===== src/rtl/tabla_ctrl_sequencer.sv =====
// Control/status stage behind the AXI4-Lite register file: turns host control-bit toggles into
// a start pulse, steps READ/PROC/WRITE on datapath done pulses, and reports status and cycle counts.
module tabla_ctrl_sequencer #(
  parameter int PERF_CNTR_WIDTH = 32,
  parameter int CTRL_WIDTH      = 32,
  parameter int TIMEOUT_CYCLES  = 0
) (
  input  logic                       clk,
  input  logic                       reset,
  input  logic [CTRL_WIDTH-1:0]      ctrl_in,
  input  logic                       rd_done,
  input  logic                       processing_done,
  input  logic                       wr_done,
  output logic                       start,
  output logic                       tx_done,
  output logic [CTRL_WIDTH-1:0]      status_out,
  output logic [PERF_CNTR_WIDTH-1:0] total_cycles,
  output logic [PERF_CNTR_WIDTH-1:0] rd_cycles,
  output logic [PERF_CNTR_WIDTH-1:0] pr_cycles,
  output logic [PERF_CNTR_WIDTH-1:0] wr_cycles
);

  typedef enum logic [2:0] {
    IDLE  = 3'd0,
    READ  = 3'd1,
    PROC  = 3'd2,
    WRITE = 3'd3,
    DONE  = 3'd4
  } state_t;

  localparam int WD_W = (TIMEOUT_CYCLES > 1) ? $clog2(TIMEOUT_CYCLES) : 1;
  localparam logic [WD_W-1:0] WD_LAST = WD_W'((TIMEOUT_CYCLES > 0) ? TIMEOUT_CYCLES - 1 : 0);

  state_t          state, next_state;
  logic [1:0]      sampled;
  logic            primed;
  logic            start_tog, clr_tog, idle_clear;
  logic            enter_read, timeout_hit, wd_expired, busy;
  logic [WD_W-1:0] wd_cnt;
  logic            done_flag, start_dropped, timeout_flag;
  logic            unused_ctrl_bits;

  assign unused_ctrl_bits = ^ctrl_in[CTRL_WIDTH-1:2];

  // No toggle can be seen until one post-reset sample has been captured.
  assign start_tog  = primed && (ctrl_in[0] != sampled[0]);
  assign clr_tog    = primed && (ctrl_in[1] != sampled[1]);
  assign idle_clear = clr_tog && (state == IDLE);
  assign busy       = (state == READ) || (state == PROC) || (state == WRITE);
  assign wd_expired = (TIMEOUT_CYCLES > 0) && (wd_cnt == WD_LAST);

  function automatic logic [PERF_CNTR_WIDTH-1:0] sat_inc(input logic [PERF_CNTR_WIDTH-1:0] v);
    return (&v) ? v : v + 1'b1;
  endfunction

  always_ff @(posedge clk or posedge reset) begin
    if (reset) state <= IDLE;
    else       state <= next_state;
  end

  // NOTE: every output of a combinational block gets a default first, otherwise a path that
  // leaves it unassigned infers a latch.
  always_comb begin
    next_state  = state;
    enter_read  = 1'b0;
    timeout_hit = 1'b0;
    unique case (state)
      IDLE: if (start_tog) begin
        next_state = READ;
        enter_read = 1'b1;
      end
      READ:  if (rd_done)         next_state = PROC;
             else if (wd_expired) begin next_state = IDLE; timeout_hit = 1'b1; end
      PROC:  if (processing_done) next_state = WRITE;
             else if (wd_expired) begin next_state = IDLE; timeout_hit = 1'b1; end
      WRITE: if (wr_done)         next_state = DONE;
             else if (wd_expired) begin next_state = IDLE; timeout_hit = 1'b1; end
      DONE:  next_state = IDLE;
      default: next_state = IDLE;
    endcase
  end

  // NOTE: registered state uses non-blocking assignments so every flop samples the pre-edge
  // values regardless of statement order.
  always_ff @(posedge clk or posedge reset) begin
    if (reset) begin
      sampled       <= 2'b00;
      primed        <= 1'b0;
      start         <= 1'b0;
      tx_done       <= 1'b0;
      wd_cnt        <= '0;
      total_cycles  <= '0;
      rd_cycles     <= '0;
      pr_cycles     <= '0;
      wr_cycles     <= '0;
      done_flag     <= 1'b0;
      start_dropped <= 1'b0;
      timeout_flag  <= 1'b0;
    end else begin
      sampled <= ctrl_in[1:0];
      primed  <= 1'b1;
      start   <= enter_read;
      tx_done <= (next_state == DONE);
      wd_cnt  <= (busy && next_state == state) ? wd_cnt + 1'b1 : '0;

      if (enter_read || idle_clear) begin
        total_cycles <= '0;
        rd_cycles    <= '0;
        pr_cycles    <= '0;
        wr_cycles    <= '0;
      end else begin
        if (busy) total_cycles <= sat_inc(total_cycles);
        if (state == READ)  rd_cycles <= sat_inc(rd_cycles);
        if (state == PROC)  pr_cycles <= sat_inc(pr_cycles);
        if (state == WRITE) wr_cycles <= sat_inc(wr_cycles);
      end

      if (enter_read || idle_clear) done_flag <= 1'b0;
      else if (next_state == DONE)  done_flag <= 1'b1;

      if (enter_read || idle_clear) timeout_flag <= 1'b0;
      else if (timeout_hit)         timeout_flag <= 1'b1;

      // A start request outside IDLE is dropped but remembered for the host.
      if (idle_clear)                           start_dropped <= 1'b0;
      else if (start_tog && state != IDLE)      start_dropped <= 1'b1;
    end
  end

  always_comb begin
    status_out      = '0;
    status_out[0]   = busy;
    status_out[3:1] = state;
    status_out[4]   = done_flag;
    status_out[5]   = start_dropped;
    status_out[6]   = timeout_flag;
  end

endmodule


===== config.mk =====
export PLATFORM = sky130hd
export DESIGN_NAME = tabla_ctrl_sequencer
export DESIGN_NICKNAME = d
export VERILOG_FILES = /design/src/rtl/tabla_ctrl_sequencer.sv
export SDC_FILE = /design/constraint.sdc
export NUM_CORES = 1
export LEC_CHECK = 0
export ABC_AREA = 1
export BUFFER_PORTS_ARGS = -buffer_cell sky130_fd_sc_hd__buf_2
export CORE_MARGIN = 5
export CORE_UTILIZATION = 50
export CTS_CLUSTER_SIZE = 12
export DETAILED_ROUTE_END_ITERATION = 8
export HOLD_SLACK_MARGIN = 0.05
export PLACE_DENSITY = 0.84
export SYNTH_ARGS = -nofsm -noshare
export SYNTH_HDL_FRONTEND = slang
export SYNTH_SLANG_ARGS = --single-unit

===== constraint.sdc =====
create_clock -name clk -period 4.7 [get_ports clk]
set_input_delay 0.94 -clock clk [delete_from_list [all_inputs] [get_ports clk]]
set_output_delay 0.94 -clock clk [all_outputs]
set_load 0.02 [all_outputs]

### Word level (Yosys, flattened, before mapping)

Index checks and enable logic that the tools add are counted.
Widths: inputs -> output; s select.

* flip-flop bits (word level): 139
* input bits: 37
* logic and storage cells: 73

* add/subtract/negate cells: 4
* equal/unequal tests: 10
* muxes and demuxes: 24
* reductions and logical operators: 23

Operator list (count)
* $mux 32: 12
* $add 32x1->32 const B: 4
* $reduce_and 32->1: 4
* $mux 3: 4
* $pmux 3 s4: 1
* $reduce_bool 2->1: 6
* $ne 2x2->1 const B: 4
* $reduce_and 2->1: 4
* $mux 1: 7
* $eq 3x2->1 const B: 2
* $logic_and 1x1->1: 4
* $eq 3x1->1 const B: 1
* $eq 3x3->1 const B: 1
* $logic_not 3->1: 1
* $logic_or 1x1->1: 3
* $reduce_bool 3->1: 1
* $ne 1x1->1: 2

### Depth between registers and ports, before layout

* word-level depth: 7
* depth in mapped cells: 11

### Worst setup path after synthesis

No wires, ideal clock.

* path type: input to register
* start point: input ctrl_in[0]
* end point: register pr_cycles[15]
* library setup time: 0.065 ns
* arrival: 2.039 ns
* path slack: 2.596 ns
* stages: 11
* buffers on the path: 2
* path through: nand2_1 -> nand2_1 -> nor2_1 -> nand2_1 -> nand2_4 -> buf_6 -> nor2_1 -> nor2_2 -> buf_2 -> nand3_1 -> nand2_1

* cells in the longest elaborated chain, start to end: 7
* elaborated cells on any way between the ends: 9
* those cells by class: 2 x eq/ne; 3 x mux; 4 x reduce/logical

RTL lines
* start: declaration: RTL line 10 `input logic [CTRL_WIDTH-1:0] ctrl_in,`
* $ne 1x1->1 (*): RTL line 46 `assign start_tog = primed && (ctrl_in[0] != sampled[0]);`
* $logic_and 1x1->1 (*): RTL line 46
* $mux 1 (*): RTL line 68 `IDLE: if (start_tog) begin`
* $mux 1 (*): RTL line 67 `unique case (state)`
* $logic_or 1x1->1 (*): RTL line 106 `if (enter_read || idle_clear) begin`
* $ne 2x2->1 (no line) / $reduce_bool 2->1 (equally long branches)
* $reduce_and 2->1 (no line)
* end signal: assignment: RTL line 114 `if (state == PROC) pr_cycles <= sat_inc(pr_cycles);`
* end: declaration: RTL line 19 `output logic [PERF_CNTR_WIDTH-1:0] pr_cycles,`

Every way passes the cells marked *; elsewhere a longest branch is shown, timed or not.
A chain may end at the register's enable or synchronous reset.

### Worst setup path after layout

* start point: input ctrl_in[0]
* end point: register wr_cycles[20]

* cells in the longest elaborated chain, start to end: 7
* elaborated cells on any way between the ends: 9
* those cells by class: 2 x eq/ne; 3 x mux; 4 x reduce/logical

RTL lines
* $ne 1x1->1 (*): RTL line 46
* $logic_and 1x1->1 (*): RTL line 46
* $mux 1 (*): RTL line 68
* $mux 1 (*): RTL line 67
* $logic_or 1x1->1 (*): RTL line 106
* $ne 2x2->1 (no line) / $reduce_bool 2->1 (equally long branches)
* $reduce_and 2->1 (no line)
* end signal: assignment: RTL line 115 `if (state == WRITE) wr_cycles <= sat_inc(wr_cycles);`
* end: declaration: RTL line 20 `output logic [PERF_CNTR_WIDTH-1:0] wr_cycles`

Marked as above.

==> flow_results.xml <==
<?xml version="1.0" encoding="UTF-8"?>
<metrics>
  <group name="drt">
    <metric name="antenna_violating_nets_post_route" unit="">0</metric>
    <metric name="drt_first_pass_iters" unit="">6</metric>
    <metric name="detail_route.wl_per_cell" unit="µm">13.6</metric>
    <metric name="wl" unit="mm">25.1</metric>
    <metric name="drcViolationCount" unit="">0</metric>
    <metric name="vias" unit="">9641</metric>
    <metric name="detail_route.vias_per_cell" unit="">5.21</metric>
    <metric name="number_of_drc_violations_after_detailed_routing_iteration_0" unit="">792</metric>
  </group>
  <group name="logic_synthesis">
    <metric name="synthCells" unit="">1477</metric>
    <metric name="ffs_w_async_s_r_synth" unit="%">100</metric>
    <metric name="synth_top_area_cell" unit="">dfrtp_1</metric>
    <metric name="sequential_element_share_of_the_synthesized_area" unit="%">36.7</metric>
    <metric name="synth-edff-count" unit="">0</metric>
    <metric name="synthesis.area" unit="mm²">0.00940</metric>
    <metric name="synth.ff_latch_count" unit="">138</metric>
    <metric name="netlist.area_leader.share" unit="%">36.7</metric>
    <metric name="synthTopCellsByArea" unit="">dfrtp_1 37%, nand2_1 23%, nor2_1 9.3%, nand3_1 7.9%, inv_1 4.2%</metric>
    <metric name="post_synth_num_cell_types" unit="">33</metric>
    <metric name="ys.warnings.count" unit="">0</metric>
    <metric name="avgSynthCellArea" unit="µm²">6.37</metric>
    <metric name="yosys_most_used_dff" unit="">dfrtp_1</metric>
  </group>
  <group name="final_layout">
    <metric name="area_used_by_multi_input_combinational_logic" unit="mm²">0.00519</metric>
    <metric name="fin_area" unit="mm²">0.0108</metric>
    <metric name="areaGrowthSynthToFinish" unit="%">14.7</metric>
    <metric name="nets" unit="">1645</metric>
    <metric name="filler_cell_count" unit="">1754</metric>
    <metric name="regArea" unit="mm²">0.00345</metric>
    <metric name="final_layout_size_suffix_gt1_share" unit="%">13.4</metric>
  </group>
  <group name="setup_path">
    <metric name="crit_path_end_kind" unit="">register</metric>
    <metric name="crit_end" unit="">wr_cycles[20]$_DFFE_PP0P_</metric>
    <metric name="arr_time_crit_path" unit="ps">3220</metric>
    <metric name="worstPathMaxFanout" unit="">49</metric>
    <metric name="setup.worst_path.start_class" unit="">primary input</metric>
    <metric name="worst_r2r_endpoint" unit="">total_cycles[13]$_DFFE_PP0P_</metric>
    <metric name="ff2ff_path_depth" unit="">11</metric>
    <metric name="worstReg2RegStart" unit="">total_cycles[0]$_DFFE_PP0P_</metric>
    <metric name="startpoint" unit="">ctrl_in[0]</metric>
    <metric name="criticalPathCategory" unit="">primary input to register</metric>
    <metric name="timing.critical_path.required" unit="ps">4970</metric>
    <metric name="reg2reg_slack" unit="ps">1800</metric>
  </group>
  <group name="placed_design">
    <metric name="detailed_place_hpwl" unit="mm">18.0</metric>
    <metric name="dp_worst_slack" unit="ps">1290</metric>
    <metric name="placement.io_buffers" unit="">142</metric>
    <metric name="globalplace.congestion" unit="">0.910</metric>
    <metric name="placement.cell_area" unit="mm²">0.0101</metric>
  </group>
  <group name="sta">
    <metric name="fin_crit" unit="ps">2960</metric>
    <metric name="final_critical_path_setup_slack" unit="ps">1740</metric>
    <metric name="final_min_period_over_clock_period" unit="%">62.9</metric>
    <metric name="final_hold_viol_count" unit="">0</metric>
    <metric name="grt_setup_unrepaired" unit="">no</metric>
    <metric name="setup_tns" unit="ps">0</metric>
    <metric name="drv_slew" unit="">0</metric>
    <metric name="timing.slew.headroom" unit="%">34.4</metric>
    <metric name="report.final.setup_viol" unit="">0</metric>
    <metric name="worst_pin_slew" unit="ps">984</metric>
    <metric name="final_setup_skew" unit="ps">11.0</metric>
    <metric name="max_clock_freq" unit="MHz">338</metric>
  </group>
  <group name="global_routing">
    <metric name="grt_use_total" unit="%">23.2</metric>
    <metric name="grt_max_degree" unit="">107</metric>
    <metric name="first_pass_grt_wire_length" unit="mm">42.1</metric>
    <metric name="grt_pass1_vias" unit="">8810</metric>
    <metric name="antenna_found_initial" unit="">2</metric>
    <metric name="globalRoute.totalOverflow" unit="">0</metric>
  </group>
  <group name="die">
    <metric name="core_area" unit="mm²">0.0186</metric>
    <metric name="die_area" unit="mm²">0.0216</metric>
    <metric name="io_pins" unit="">199</metric>
    <metric name="floorplan.initialDensity" unit="%">50.6</metric>
    <metric name="die_x" unit="µm">147</metric>
    <metric name="num_rows" unit="">50</metric>
    <metric name="die_h" unit="µm">147</metric>
  </group>
  <group name="cts">
    <metric name="clkLatencyLatePin" unit="ps">420</metric>
    <metric name="numCtsBuffers" unit="">17</metric>
    <metric name="ctsHtreeMaxLevel" unit="">4</metric>
    <metric name="cts_hold_buf" unit="">0</metric>
    <metric name="cts_resized" unit="">0</metric>
    <metric name="postCtsSetupRepairBufs" unit="">0</metric>
    <metric name="max-clock-path-buffers" unit="">2</metric>
    <metric name="cts_tree" unit="">built</metric>
    <metric name="tritoncts_num_sinks" unit="">138</metric>
    <metric name="cts_root_buf" unit="">clkbuf_16</metric>
    <metric name="path_clk_slew" unit="ps">60</metric>
  </group>
  <group name="pwr">
    <metric name="cellLeakagePower" unit="nW">4.84</metric>
    <metric name="cellPowerDensity" unit="mW/mm²">371</metric>
    <metric name="max-vdd-ir-drop" unit="V">0.000304</metric>
  </group>
  <group name="status">
    <metric name="run_status" unit="">complete, no violations</metric>
  </group>
  <group name="min_path">
    <metric name="min-delay-path-class" unit="">register to register</metric>
  </group>
  <group name="job">
    <metric name="max-cap-violations" unit="">0</metric>
  </group>
</metrics>
-- cells by family after synthesis --
group,share of synthesized area (%)
adder cells (fa/ha/maj),0.532
buffers and inverters,9.13
XOR/XNOR,2.24
AND/OR/NAND/NOR,43.5
other,0.0799
AO/OA/AOI/OAI,7.79
flip-flops,36.7
-- stage by stage --
step / power, mW / util [%] / cells / hold WS (ps)
floorplan: 2.36 / - / 1502 / 443
global placement: 2.51 / 54.5 / 1819 / 473
detailed placement: 2.53 / 54.5 / 1819 / 476
CTS: 4.03 / 58.0 / 1851 / 491
global route: 4.22 / 58.0 / 1851 / 515
finish: 4.00 / 58.0 / 1852 / 491
-- Yosys cell counts, types with 5 or more instances --
library cell,count
o21ai_0,58
inv_1,104
nand2_1,580
xor2_1,12
buf_4,39
o21bai_1,17
nor2_4,5
o21ai_1,46
nand3_1,148
xnor2_1,12
dfrtp_1,138
nor2_1,234
buf_2,23
or2_2,11
nor3b_1,8
inv_2,5
-- state kept, by name (all words and copies together), names as in the netlist --
register / count
done_flag: 1
state: 3
primed: 1
tx_done: 1
total_cycles: 32
start_dropped: 1
sampled: 2
wr_cycles: 32
rd_cycles: 32
start: 1
pr_cycles: 32
-- layer usage --
metal	wire length [µm]	track usage (%)	share of wire [%]
met3	1900	4.53	7.6
met2	11800	38.5	47
met1	10900	30.9	43
met4	489	7.04	1.9
met5	21	0	0.084
-- worst max-delay path: stages --
cell and delay (ps):
buf_2 110, nand2_1 70, nand2_1 50, nor2_1 120, nand2_1 190, nand2_4 380, clkinv_2 580, buf_4 520
nand3_1 150, o21ai_0 80
-- placed cells by master (no fill, tap or decap), types with 27 or more instances in the layout --
master,synthesis,final
o21ai_0,58,58
inv_1,104,103
conb_1,2,27
buf_2,23,142
nand2_1,580,580
nor2_1,234,234
nand3_1,148,148
dfrtp_1,138,138
o21ai_1,46,46
-- worst min-delay path by stage --
stage / start / endpoint / slack [ps] / depth (start not counted)
final: start_dropped$_DFFE_PP0P_ / start_dropped$_DFFE_PP0P_ / 490 / 2
after global routing: start_dropped$_DFFE_PP0P_ / start_dropped$_DFFE_PP0P_ / 520 / 2
after CTS: start_dropped$_DFFE_PP0P_ / start_dropped$_DFFE_PP0P_ / 490 / 2
after detailed placement: start_dropped$_DFFE_PP0P_ / start_dropped$_DFFE_PP0P_ / 480 / 2
after global placement: start_dropped$_DFFE_PP0P_ / start_dropped$_DFFE_PP0P_ / 470 / 2
after floorplan: start_dropped$_DFFE_PP0P_ / start_dropped$_DFFE_PP0P_ / 440 / 2
-- power by group --
part | total [mW] | internal (mW) | switching, mW
combinational | 1.14 | 0.259 | 0.880
clock | 1.49 | 0.959 | 0.534
sequential | 1.37 | 1.27 | 0.101
total | 4.00 | 2.48 | 1.51
-- cell type report --
| class | count | area share, % |
|---|---|---|
| clock inverters | 10 | 1.51 |
| well taps | 234 | 2.72 |
| multi-input cells | 1188 | 48.1 |
| diodes | 1 | 0.0232 |
| clock buffers | 22 | 4.58 |
| inverters | 109 | 3.85 |
| flip-flops and latches | 138 | 32.0 |
| repair buffers | 150 | 7.15 |
Power figures use the tool's default switching activity.
